### src/rtl/class_merge_arbiter_pkg.sv
// Shared class-layer definitions: word geometry, class-bit position and the
// merge-arbiter FSM encoding used alongside the class demux / FIFO path.
package class_merge_arbiter_pkg;

  // Default word width; the class bit is always the MSB of a word.
  localparam int DATA_SIZE_DEF = 10;
  localparam int CLASS_BIT_DEF = DATA_SIZE_DEF - 1;

  // Credit counter width; weights are limited to 1..15.
  localparam int CREDIT_W = 4;

  typedef enum logic [1:0] {
    IDLE   = 2'd0,
    SERVE0 = 2'd1,
    SERVE1 = 2'd2,
    PAUSE  = 2'd3
  } arb_state_e;

  // Converts a weight parameter into a credit value.
  function automatic logic [CREDIT_W-1:0] weight_credit(input int weight);
    return CREDIT_W'(weight);
  endfunction

endpackage

### src/rtl/class_merge_arbiter_if.sv
// Bundle of the upstream FIFO, downstream flow-control and status signals of
// the class merge arbiter. master = arbiter side, slave = environment side.
interface class_merge_arbiter_if
  import class_merge_arbiter_pkg::*;
#(
  parameter int DATA_SIZE = DATA_SIZE_DEF,
  parameter int MAIN_SIZE = 8
);

  logic [DATA_SIZE-1:0] data_in0;
  logic [DATA_SIZE-1:0] data_in1;
  logic                 fifo_empty0;
  logic                 fifo_empty1;
  logic                 AF_down;
  logic                 Full_down;
  logic                 pop0;
  logic                 pop1;
  logic [DATA_SIZE-1:0] out;
  logic                 valid_out;
  logic [MAIN_SIZE-1:0] cnt0;
  logic [MAIN_SIZE-1:0] cnt1;
  logic                 Error;

  modport master (
    input  data_in0, data_in1, fifo_empty0, fifo_empty1, AF_down, Full_down,
    output pop0, pop1, out, valid_out, cnt0, cnt1, Error
  );

  modport slave (
    output data_in0, data_in1, fifo_empty0, fifo_empty1, AF_down, Full_down,
    input  pop0, pop1, out, valid_out, cnt0, cnt1, Error
  );

endinterface

### src/rtl/class_merge_arbiter_credit.sv
// Grant credit counter for the merge arbiter: loads a weight on a grant,
// counts down one per pop, and parks/restores its value across a pause.
module arb_credit_counter
  import class_merge_arbiter_pkg::*;
#(
  parameter int WIDTH = CREDIT_W
)(
  input  logic             clk,
  input  logic             reset,
  input  logic             load,
  input  logic [WIDTH-1:0] load_val,
  input  logic             dec,
  input  logic             save,
  input  logic             restore,
  output logic [WIDTH-1:0] credit
);

  logic [WIDTH-1:0] saved;

  // Load beats restore beats decrement: a grant on the last pop must start
  // the new turn with a full weight, not weight-1.
  always_ff @(posedge clk or posedge reset) begin
    if (reset) begin
      credit <= '0;
    end else if (load) begin
      credit <= load_val;
    end else if (restore) begin
      credit <= saved;
    end else if (dec && credit != '0) begin
      credit <= credit - WIDTH'(1);
    end
  end

  // Snapshot of the remaining credit taken on entry to PAUSE.
  always_ff @(posedge clk or posedge reset) begin
    if (reset) begin
      saved <= '0;
    end else if (save) begin
      saved <= credit;
    end
  end

endmodule

### src/rtl/class_merge_arbiter.sv
// Weighted round-robin merger of the class-0 and class-1 FIFOs into one
// stream. Pops are combinational; data returns from the FIFO one cycle later
// and is registered here, giving two cycles from pop to valid_out.
module class_merge_arbiter
  import class_merge_arbiter_pkg::*;
#(
  parameter int DATA_SIZE = DATA_SIZE_DEF,
  parameter int MAIN_SIZE = 8,
  parameter int WEIGHT0   = 4,
  parameter int WEIGHT1   = 2
)(
  input  logic clk,
  input  logic reset,
  class_merge_arbiter_if.master bus
);

  localparam int CLS = DATA_SIZE - 1;
  localparam logic [CREDIT_W-1:0] W0 = weight_credit(WEIGHT0);
  localparam logic [CREDIT_W-1:0] W1 = weight_credit(WEIGHT1);

  arb_state_e state, next_state, saved_state;
  logic       last_served;

  logic pause_cond;
  logic e0, e1;
  logic pop0, pop1, any_pop, last_pop;

  logic                load, save, restore;
  logic [CREDIT_W-1:0] load_val, credit;

  logic                 pop0_q, pop1_q;
  logic [DATA_SIZE-1:0] out_r;
  logic                 valid_r;
  logic                 out_cls;
  logic [MAIN_SIZE-1:0] cnt0_r, cnt1_r;
  logic                 err_r;

  assign pause_cond = bus.AF_down | bus.Full_down;
  assign e0         = bus.fifo_empty0;
  assign e1         = bus.fifo_empty1;

  // Only one SERVE state can be active, so the two pops are exclusive.
  assign pop0     = (state == SERVE0) & ~e0 & ~pause_cond;
  assign pop1     = (state == SERVE1) & ~e1 & ~pause_cond;
  assign any_pop  = pop0 | pop1;
  assign last_pop = any_pop & (credit == CREDIT_W'(1));

  arb_credit_counter #(.WIDTH(CREDIT_W)) u_credit (
    .clk      (clk),
    .reset    (reset),
    .load     (load),
    .load_val (load_val),
    .dec      (any_pop),
    .save     (save),
    .restore  (restore),
    .credit   (credit)
  );

  // Next-state and credit control. Pause overrides everything outside PAUSE;
  // a turn ends on its last credited pop or when its FIFO runs dry, and the
  // other class is preferred for the next turn.
  always_comb begin
    next_state = state;
    load       = 1'b0;
    load_val   = '0;
    save       = 1'b0;
    restore    = 1'b0;
    if (state != PAUSE && pause_cond) begin
      next_state = PAUSE;
      save       = 1'b1;
    end else begin
      case (state)
        IDLE: begin
          if (!e0 && !e1) begin
            load = 1'b1;
            if (last_served) begin
              next_state = SERVE0;
              load_val   = W0;
            end else begin
              next_state = SERVE1;
              load_val   = W1;
            end
          end else if (!e0) begin
            next_state = SERVE0;
            load       = 1'b1;
            load_val   = W0;
          end else if (!e1) begin
            next_state = SERVE1;
            load       = 1'b1;
            load_val   = W1;
          end
        end
        SERVE0: begin
          if (e0 || last_pop) begin
            if (!e1) begin
              next_state = SERVE1;
              load       = 1'b1;
              load_val   = W1;
            end else if (!e0) begin
              next_state = SERVE0;
              load       = 1'b1;
              load_val   = W0;
            end else begin
              next_state = IDLE;
            end
          end
        end
        SERVE1: begin
          if (e1 || last_pop) begin
            if (!e0) begin
              next_state = SERVE0;
              load       = 1'b1;
              load_val   = W0;
            end else if (!e1) begin
              next_state = SERVE1;
              load       = 1'b1;
              load_val   = W1;
            end else begin
              next_state = IDLE;
            end
          end
        end
        PAUSE: begin
          if (!pause_cond) begin
            next_state = saved_state;
            restore    = 1'b1;
          end
        end
        default: next_state = IDLE;
      endcase
    end
  end

  // State register plus the state parked across a pause.
  always_ff @(posedge clk or posedge reset) begin
    if (reset) begin
      state       <= IDLE;
      saved_state <= IDLE;
    end else begin
      state <= next_state;
      if (save) saved_state <= state;
    end
  end

  // Remembers the class being served; reset value makes class 0 win first.
  always_ff @(posedge clk or posedge reset) begin
    if (reset) begin
      last_served <= 1'b1;
    end else if (state == SERVE0) begin
      last_served <= 1'b0;
    end else if (state == SERVE1) begin
      last_served <= 1'b1;
    end
  end

  // Pop tracking and output capture: data_in is valid the cycle after a pop.
  // Clearing the pop flags on reset drops any word still in flight.
  always_ff @(posedge clk or posedge reset) begin
    if (reset) begin
      pop0_q  <= 1'b0;
      pop1_q  <= 1'b0;
      valid_r <= 1'b0;
      out_r   <= '0;
      out_cls <= 1'b0;
    end else begin
      pop0_q  <= pop0;
      pop1_q  <= pop1;
      valid_r <= pop0_q | pop1_q;
      if (pop0_q | pop1_q) begin
        out_r   <= pop1_q ? bus.data_in1 : bus.data_in0;
        out_cls <= pop1_q;
      end
    end
  end

  // Delivered-word counters, attributed to the source port, not the class bit.
  always_ff @(posedge clk or posedge reset) begin
    if (reset) begin
      cnt0_r <= '0;
      cnt1_r <= '0;
    end else begin
      if (pop0_q) cnt0_r <= cnt0_r + MAIN_SIZE'(1);
      if (pop1_q) cnt1_r <= cnt1_r + MAIN_SIZE'(1);
    end
  end

  // Sticky mismatch flag: the delivered word's class bit disagrees with its port.
  always_ff @(posedge clk or posedge reset) begin
    if (reset) begin
      err_r <= 1'b0;
    end else if (valid_r && (out_r[CLS] != out_cls)) begin
      err_r <= 1'b1;
    end
  end

  assign bus.pop0      = pop0;
  assign bus.pop1      = pop1;
  assign bus.out       = out_r;
  assign bus.valid_out = valid_r;
  assign bus.cnt0      = cnt0_r;
  assign bus.cnt1      = cnt1_r;
  assign bus.Error     = err_r;

endmodule

### src/flat_wrapper.sv
// flat-port wrapper written by rule: the top's interface ports become plain ports
module class_merge_arbiter_flat import class_merge_arbiter_pkg::*;
#(
  parameter int DATA_SIZE = DATA_SIZE_DEF,
  parameter int MAIN_SIZE = 8,
  parameter int WEIGHT0   = 4,
  parameter int WEIGHT1   = 2
)
  (clk, reset, bus_data_in0, bus_data_in1, bus_fifo_empty0, bus_fifo_empty1, bus_AF_down, bus_Full_down, bus_pop0, bus_pop1, bus_out, bus_valid_out, bus_cnt0, bus_cnt1, bus_Error);
  class_merge_arbiter_if #(.DATA_SIZE(DATA_SIZE), .MAIN_SIZE(MAIN_SIZE)) bus_i ();
  input  logic clk;
  input  logic reset;
  input wire logic [$bits(bus_i.data_in0)-1:0] bus_data_in0;
  input wire logic [$bits(bus_i.data_in1)-1:0] bus_data_in1;
  input wire logic [$bits(bus_i.fifo_empty0)-1:0] bus_fifo_empty0;
  input wire logic [$bits(bus_i.fifo_empty1)-1:0] bus_fifo_empty1;
  input wire logic [$bits(bus_i.AF_down)-1:0] bus_AF_down;
  input wire logic [$bits(bus_i.Full_down)-1:0] bus_Full_down;
  output wire logic [$bits(bus_i.pop0)-1:0] bus_pop0;
  output wire logic [$bits(bus_i.pop1)-1:0] bus_pop1;
  output wire logic [$bits(bus_i.out)-1:0] bus_out;
  output wire logic [$bits(bus_i.valid_out)-1:0] bus_valid_out;
  output wire logic [$bits(bus_i.cnt0)-1:0] bus_cnt0;
  output wire logic [$bits(bus_i.cnt1)-1:0] bus_cnt1;
  output wire logic [$bits(bus_i.Error)-1:0] bus_Error;
  assign bus_i.data_in0 = bus_data_in0;
  assign bus_i.data_in1 = bus_data_in1;
  assign bus_i.fifo_empty0 = bus_fifo_empty0;
  assign bus_i.fifo_empty1 = bus_fifo_empty1;
  assign bus_i.AF_down = bus_AF_down;
  assign bus_i.Full_down = bus_Full_down;
  assign bus_pop0 = bus_i.pop0;
  assign bus_pop1 = bus_i.pop1;
  assign bus_out = bus_i.out;
  assign bus_valid_out = bus_i.valid_out;
  assign bus_cnt0 = bus_i.cnt0;
  assign bus_cnt1 = bus_i.cnt1;
  assign bus_Error = bus_i.Error;
  class_merge_arbiter #(.DATA_SIZE(DATA_SIZE), .MAIN_SIZE(MAIN_SIZE), .WEIGHT0(WEIGHT0), .WEIGHT1(WEIGHT1)) u_core (.clk(clk), .reset(reset), .bus(bus_i));
endmodule
### config.mk
export PLATFORM = sky130hd
export DESIGN_NAME = class_merge_arbiter_flat
export DESIGN_NICKNAME = d
export VERILOG_FILES = /design/src/rtl/class_merge_arbiter_pkg.sv /design/src/rtl/class_merge_arbiter_if.sv /design/src/rtl/class_merge_arbiter_credit.sv /design/src/rtl/class_merge_arbiter.sv /design/src/flat_wrapper.sv
export SDC_FILE = /design/constraint.sdc
export NUM_CORES = 1
export LEC_CHECK = 0
export ABC_AREA = 0
export BUFFER_PORTS_ARGS = -buffer_cell sky130_fd_sc_hd__buf_2
export CORE_ASPECT_RATIO = 1.25
export CORE_MARGIN = 2
export CORE_UTILIZATION = 54
export DETAILED_ROUTE_END_ITERATION = 8
export HOLD_SLACK_MARGIN = 0.1
export PLACE_DENSITY = 0.86
export SLEW_MARGIN = 20
export SYNTH_ARGS = -nofsm -noshare
export SYNTH_HDL_FRONTEND = slang
export SYNTH_SLANG_ARGS = --single-unit
### constraint.sdc
create_clock -name clk -period 5.25 [get_ports clk]
set_input_delay 0 -clock clk [delete_from_list [all_inputs] [get_ports clk]]
set_output_delay 0 -clock clk [all_outputs]
set_load 0.02 [all_outputs]
# Word-level counts from Yosys, hierarchy flattened
# Index checks and enable logic that the tools add are counted.
# totals
reg_bits	44
n_memories	0
mem_bits_ro	0
word_cells	92
mem_bits_rw	0
latch_bits	0
in_bits	26
output_inout_bits	30
# op_classes
multipliers	0
n_div	0
order_cmp	0
n_reduce_logical	13
n_bitwise	11
add_sub_neg	3
muxes	42
n_eq_ne	10
n_shift	0
# ops
cell	n
$mux 4	8
$mux 2	12
$add 8x1->8 const B	2
$mux 1	15
$pmux 4 s3	1
$mux 10	1
$mux 3	3
$ne 3x3->1 const B	3
$pmux 2 s4	1
$and 1x1->1	5
$ne 5x3->1 const B	1
$eq 2x2->1 const B	2
$eq 4x1->1 const B	1
$logic_and 1x1->1	4
$reduce_and 4->1	1
$reduce_bool 4->1	1
$sub 4x1->4 const B	1
$not 1->1	3
$or 1x1->1	3
$pmux 1 s3	1
$reduce_bool 3->1	1
$eq 2x1->1 const B	1
$logic_not 1->1	2
$logic_not 2->1	1
4 further kinds	5

# Longest topological paths before layout
# logic_depth
ltp_word	10
depth_mapped	7
ltp_nobuf	7

# By module
# Synthesis repeated with hierarchy kept, for this count alone.
# unflattened
cells_unflattened	218
hier_area_um2	2259.7
# by_module_without_submodules
module	seq_area_each_um2	cells_per_inst	n_inst	area_per_inst_um2
class_merge_arbiter	902.1	176	1	1814.2
arb_credit_counter	200.2	42	1	445.4

# Least setup slack after synthesis
# OpenSTA, ideal clock, no wires.
# synth_timing
path_kind	reg2reg
from	register u_core.state[1]
to	register u_core.u_credit.credit[1]
path_stages_with_launch	8
setup_ps	127
required_time_ps	5123
arrival_time_ps	1653
synth_period_minus_slack_ps	1780
setup_slack_ps	3470
n_path_buf	0
cell_sequence	dfrtp_1 -> inv_1 -> ha_1 -> nand2b_4 -> a21bo_1 -> a2111o_1 -> a221oi_2 -> a21oi_1
# synth_between
elab_chain_cells	10
elab_cells_between_ends	28
classes_between	eq/ne: 4; mux: 12; bitwise: 6; reduce/logical: 6
# synth_lines
item	line	text
from (decl)	class_merge_arbiter.sv:21	arb_state_e state, next_state, saved_state;
from (signal assigned)	class_merge_arbiter.sv:140	state <= next_state;
$eq 2x1->1 or $eq 2x2->1 (tied branches)	class_merge_arbiter.sv:43, class_merge_arbiter.sv:72, class_merge_arbiter.sv:44	
$and 1x1->1, on equally long branches (2 in a row)	class_merge_arbiter.sv:43, class_merge_arbiter.sv:44	
$or 1x1->1	class_merge_arbiter.sv:45	assign any_pop = pop0 | pop1;
$and 1x1->1	class_merge_arbiter.sv:46	assign last_pop = any_pop & (credit == CREDIT_W'(1));
$logic_or 1x1->1, on equally long branches	class_merge_arbiter.sv:109, class_merge_arbiter.sv:94	
$mux 1 (tied with other cells)	class_merge_arbiter.sv:109	if (e1 || last_pop) begin
$pmux 1 s3 or $pmux 4 s3 (tied branches)	class_merge_arbiter.sv:72	case (state)
$mux 1 or $mux 4 (tied branches)	class_merge_arbiter.sv:68	if (state != PAUSE && pause_cond) begin
$reduce_bool 3->1 (no source line) or $mux 4 (tied branches)	-	
to (signal assigned)	class_merge_arbiter_credit.sv:26	credit <= load_val;
to (signal assigned)	class_merge_arbiter_credit.sv:28	credit <= saved;
to (signal assigned)	class_merge_arbiter_credit.sv:30	credit <= credit - WIDTH'(1);
to (decl)	class_merge_arbiter_credit.sv:15	output logic [WIDTH-1:0] credit
# Several ways; a longest one is shown, not always the timed one.
# A chain may end at the register's enable or synchronous reset.

# Final worst setup path
# layout_timing
from	register u_core.pop0_q
to	register u_core.out_r[2] (netlist: u_core.bus.out[2])
# layout_between
elab_chain_cells	1
# layout_lines
item	line	text
from (decl)	class_merge_arbiter.sv:31	logic pop0_q, pop1_q;
from (signal assigned)	class_merge_arbiter.sv:166	pop0_q <= pop0;
$or 1x1->1	class_merge_arbiter.sv:169	if (pop0_q | pop1_q) begin
to (signal assigned)	class_merge_arbiter.sv:170	out_r <= pop1_q ? bus.data_in1 : bus.data_in0;
to (decl)	class_merge_arbiter.sv:32	logic [DATA_SIZE-1:0] out_r;
# No other way between the ends.

==> out/qor.yml <==
clocking:
  clk_pin_slew_ns: 0.09
  cts_max_level: 2
  cts_made_buffers: 5
  ctsResizeCount: 0
  post-cts-setup-buffers: 0
  clkSinkCount: 44
  clk_latency_ns: 0.30
  hold_buffers: 22
  root_buffer: "clkbuf_8"
  ctsLongestPathBuffers: 2
  cts_tree: "done"
sta:
  clock_skew_ns: 0.00964
  setup_tns_ns: 0
  finalCritPeriodShare_pct: 39.9
  final.min_clock_period_ns: 2.09
  clock.fmax_mhz: 477
  slew_violations: 0
  rsz0062_at_grt: "no"
  slew_headroom_pct: 44.1
  worst_pin_slew_ns: 0.838
  finalSetupViolations: 0
  hold_violations: 0
status:
  status: "finished, final reports clean"
worst_setup_path:
  cp-end-kind: "flip-flop"
  setup.worst_path.start: "u_core.pop0_q"
  worstPathArrival_ns: 2.28
  start_kind: "flip-flop"
  cp.required_ns: 5.44
  critPathMaxFanout: 17
  r2r_start: "u_core.pop0_q"
  critPathKind: "flip-flop to flip-flop"
drt:
  wl_met2_mm: 2.79
  maxUsedRoutingLayer: "met4"
  routed-wl-met3_microns: 370
  drt-met1-wl_mm: 2.20
  ant_nets: 0
  dr.pass1.iters: 4
  wl_per_cell_microns: 16.3
  dr.first_iter.drc_count: 149
  vias: 1866
  routed_wirelength_mm: 5.50
  drc_errors: 0
  viasPerCell: 5.54
die:
  start_util_pct: 57.2
  fp.dieArea_sq_um: 4600
  dieWidth_microns: 61.1
  die_h_microns: 75.4
  ioPinCount: 56
  rows: 25
  core_area_sq_um: 3850
placed_design:
  dp.cells: 307
  placed_cell_area_sq_um: 2510
  io_buffers: 55
  place_hpwl_mm: 3.23
  place.gp.congestion: 0.943
logic_synthesis:
  ys_seq_area_share_pct: 50.1
  synthesis.nets: 239
  synth_cell_types: 44
  ys_ff_latch: 44
  synthArstFlopShare_pct: 100
  synth_edf_count: 0
  synthCells: 205
  syn_avg_cell_area_sq_um: 10.7
  yosys_warnings: 0
  synthesis.area_sq_um: 2200
  yosys_most_used_dff: "dfrtp_1"
layout:
  final_cell_mix: "55 x buf_2, 43 x dfrtp_1, 22 x dlygate4sd3_1"
  drive_gt1_share_pct: 28.3
  final_common_cell: "buf_2"
  final_cells: 337
  syn2layout_area_growth_pct: 28.8
  insertedDiodeCount: 0
  fin_nets: 316
  final_area_sq_um: 2830
  fin_util_pct: 73.7
power_and_ir_drop:
  p_leak_nw: 1.38
  power_mw: 1.38
  irDropWorstVdd_v: 0.000280
  power.density_nw_per_um2: 488
hold_path:
  hold_start: "bus_Full_down"
  min_path_type: "primary input to flip-flop"
global_routing:
  antenna_found_initial: 0
  grt_overflow: 0
  grt_use_total_pct: 25.3
  grt_pass1_vias: 1835
  grt_max_degree: 45
  grt_pass1_wl_mm: 8.55
run:
  drv_cap: 0
-- where the power goes --
group	switching, mW	internal [mW]	total, mW
combinational	0.309	0.265	0.574
sequential	0.107	0.446	0.553
clock	0.115	0.141	0.256
-- synthesized netlist by cell type (all sizes together) (2+ instances only) --
cell | instances | share of area [%]
xor2 | 5 | 2.0
a21oi | 10 | 2.3
buf | 5 | 1.5
clkbuf | 3 | 0.51
nand4 | 6 | 1.7
nor3 | 2 | 0.46
and3 | 2 | 0.57
ha | 8 | 4.6
nand2 | 19 | 3.2
xnor2 | 10 | 4.0
mux2i | 12 | 5.5
nor2 | 16 | 2.7
mux2 | 8 | 4.1
a22oi | 2 | 0.68
nand2b | 2 | 1.0
a211o | 2 | 0.80
dfrtp | 43 | 49
a221oi | 3 | 1.5
o21ai | 17 | 3.9
inv | 9 | 1.5
nand3 | 2 | 0.46
or2 | 3 | 0.85
a21o | 3 | 1.0
-- worst max-delay path, cell delays in order (launching register included) --
cell and delay (ns):
dfrtp_1 0.85, mux2i_1 0.33, o21ai_0 0.17, dlygate4sd3_1 0.63
-- final cells by class --
cell class / instances / area (sq um)
well taps: 54 / 67.6
clock buffers: 6 / 72.6
multi-input cells: 144 / 1020
flip-flops and latches: 44 / 1100
inverters: 9 / 33.8
clock inverters: 2 / 35.0
repair buffers: 78 / 503
fillers: 236 / 1010
-- per-stage QoR --
stage,hold WS [ns],worst slack [ns]
finish,0.141,3.16
global route,0.171,3.01
CTS,0.129,3.17
detailed placement,0.156,3.19
global placement,0.154,3.28
floorplan,0.116,3.47
-- worst paths after layout --
kind,endpoint,slack [ns],depth (start not counted)
setup / recovery,u_core.bus.out[2],3.16,3
hold / removal,u_core.pop0_q,0.14,3
setup reg to reg,u_core.bus.out[2],3.16,3
hold reg to reg,u_core.bus.cnt0[7],0.47,1
max in group asynchronous,u_core.last_served,4.50,4
min in group asynchronous,u_core.bus.cnt1[4],0.37,4
-- per-layer routing --
metal	track usage, %	vias to the layer above
met1	29.7	893
met4	11.1	0
met3	4.24	16
li1	-	878
met2	44.8	79
met5	0	-
-- cells by family after synthesis --
group           Yosys count  synth area share, %
simple gates             55                 12.3
compound gates           46                 14.0
flops                    44                 50.1
mux                      20                 9.56
buf+inv                  17                 3.53
xor+xnor                 15                 5.97
fa+ha+maj                 8                 4.55
-- registers in the layout, indices dropped and copies added (netlist names), 2 cells and up --
register	count
u_core.u_credit.credit	4
u_core.bus.cnt0	8
u_core.bus.cnt1	8
u_core.state	2
u_core.bus.out	10
u_core.saved_state	2
u_core.u_credit.saved	4
Note: power is estimated with default switching activity, not from simulation.
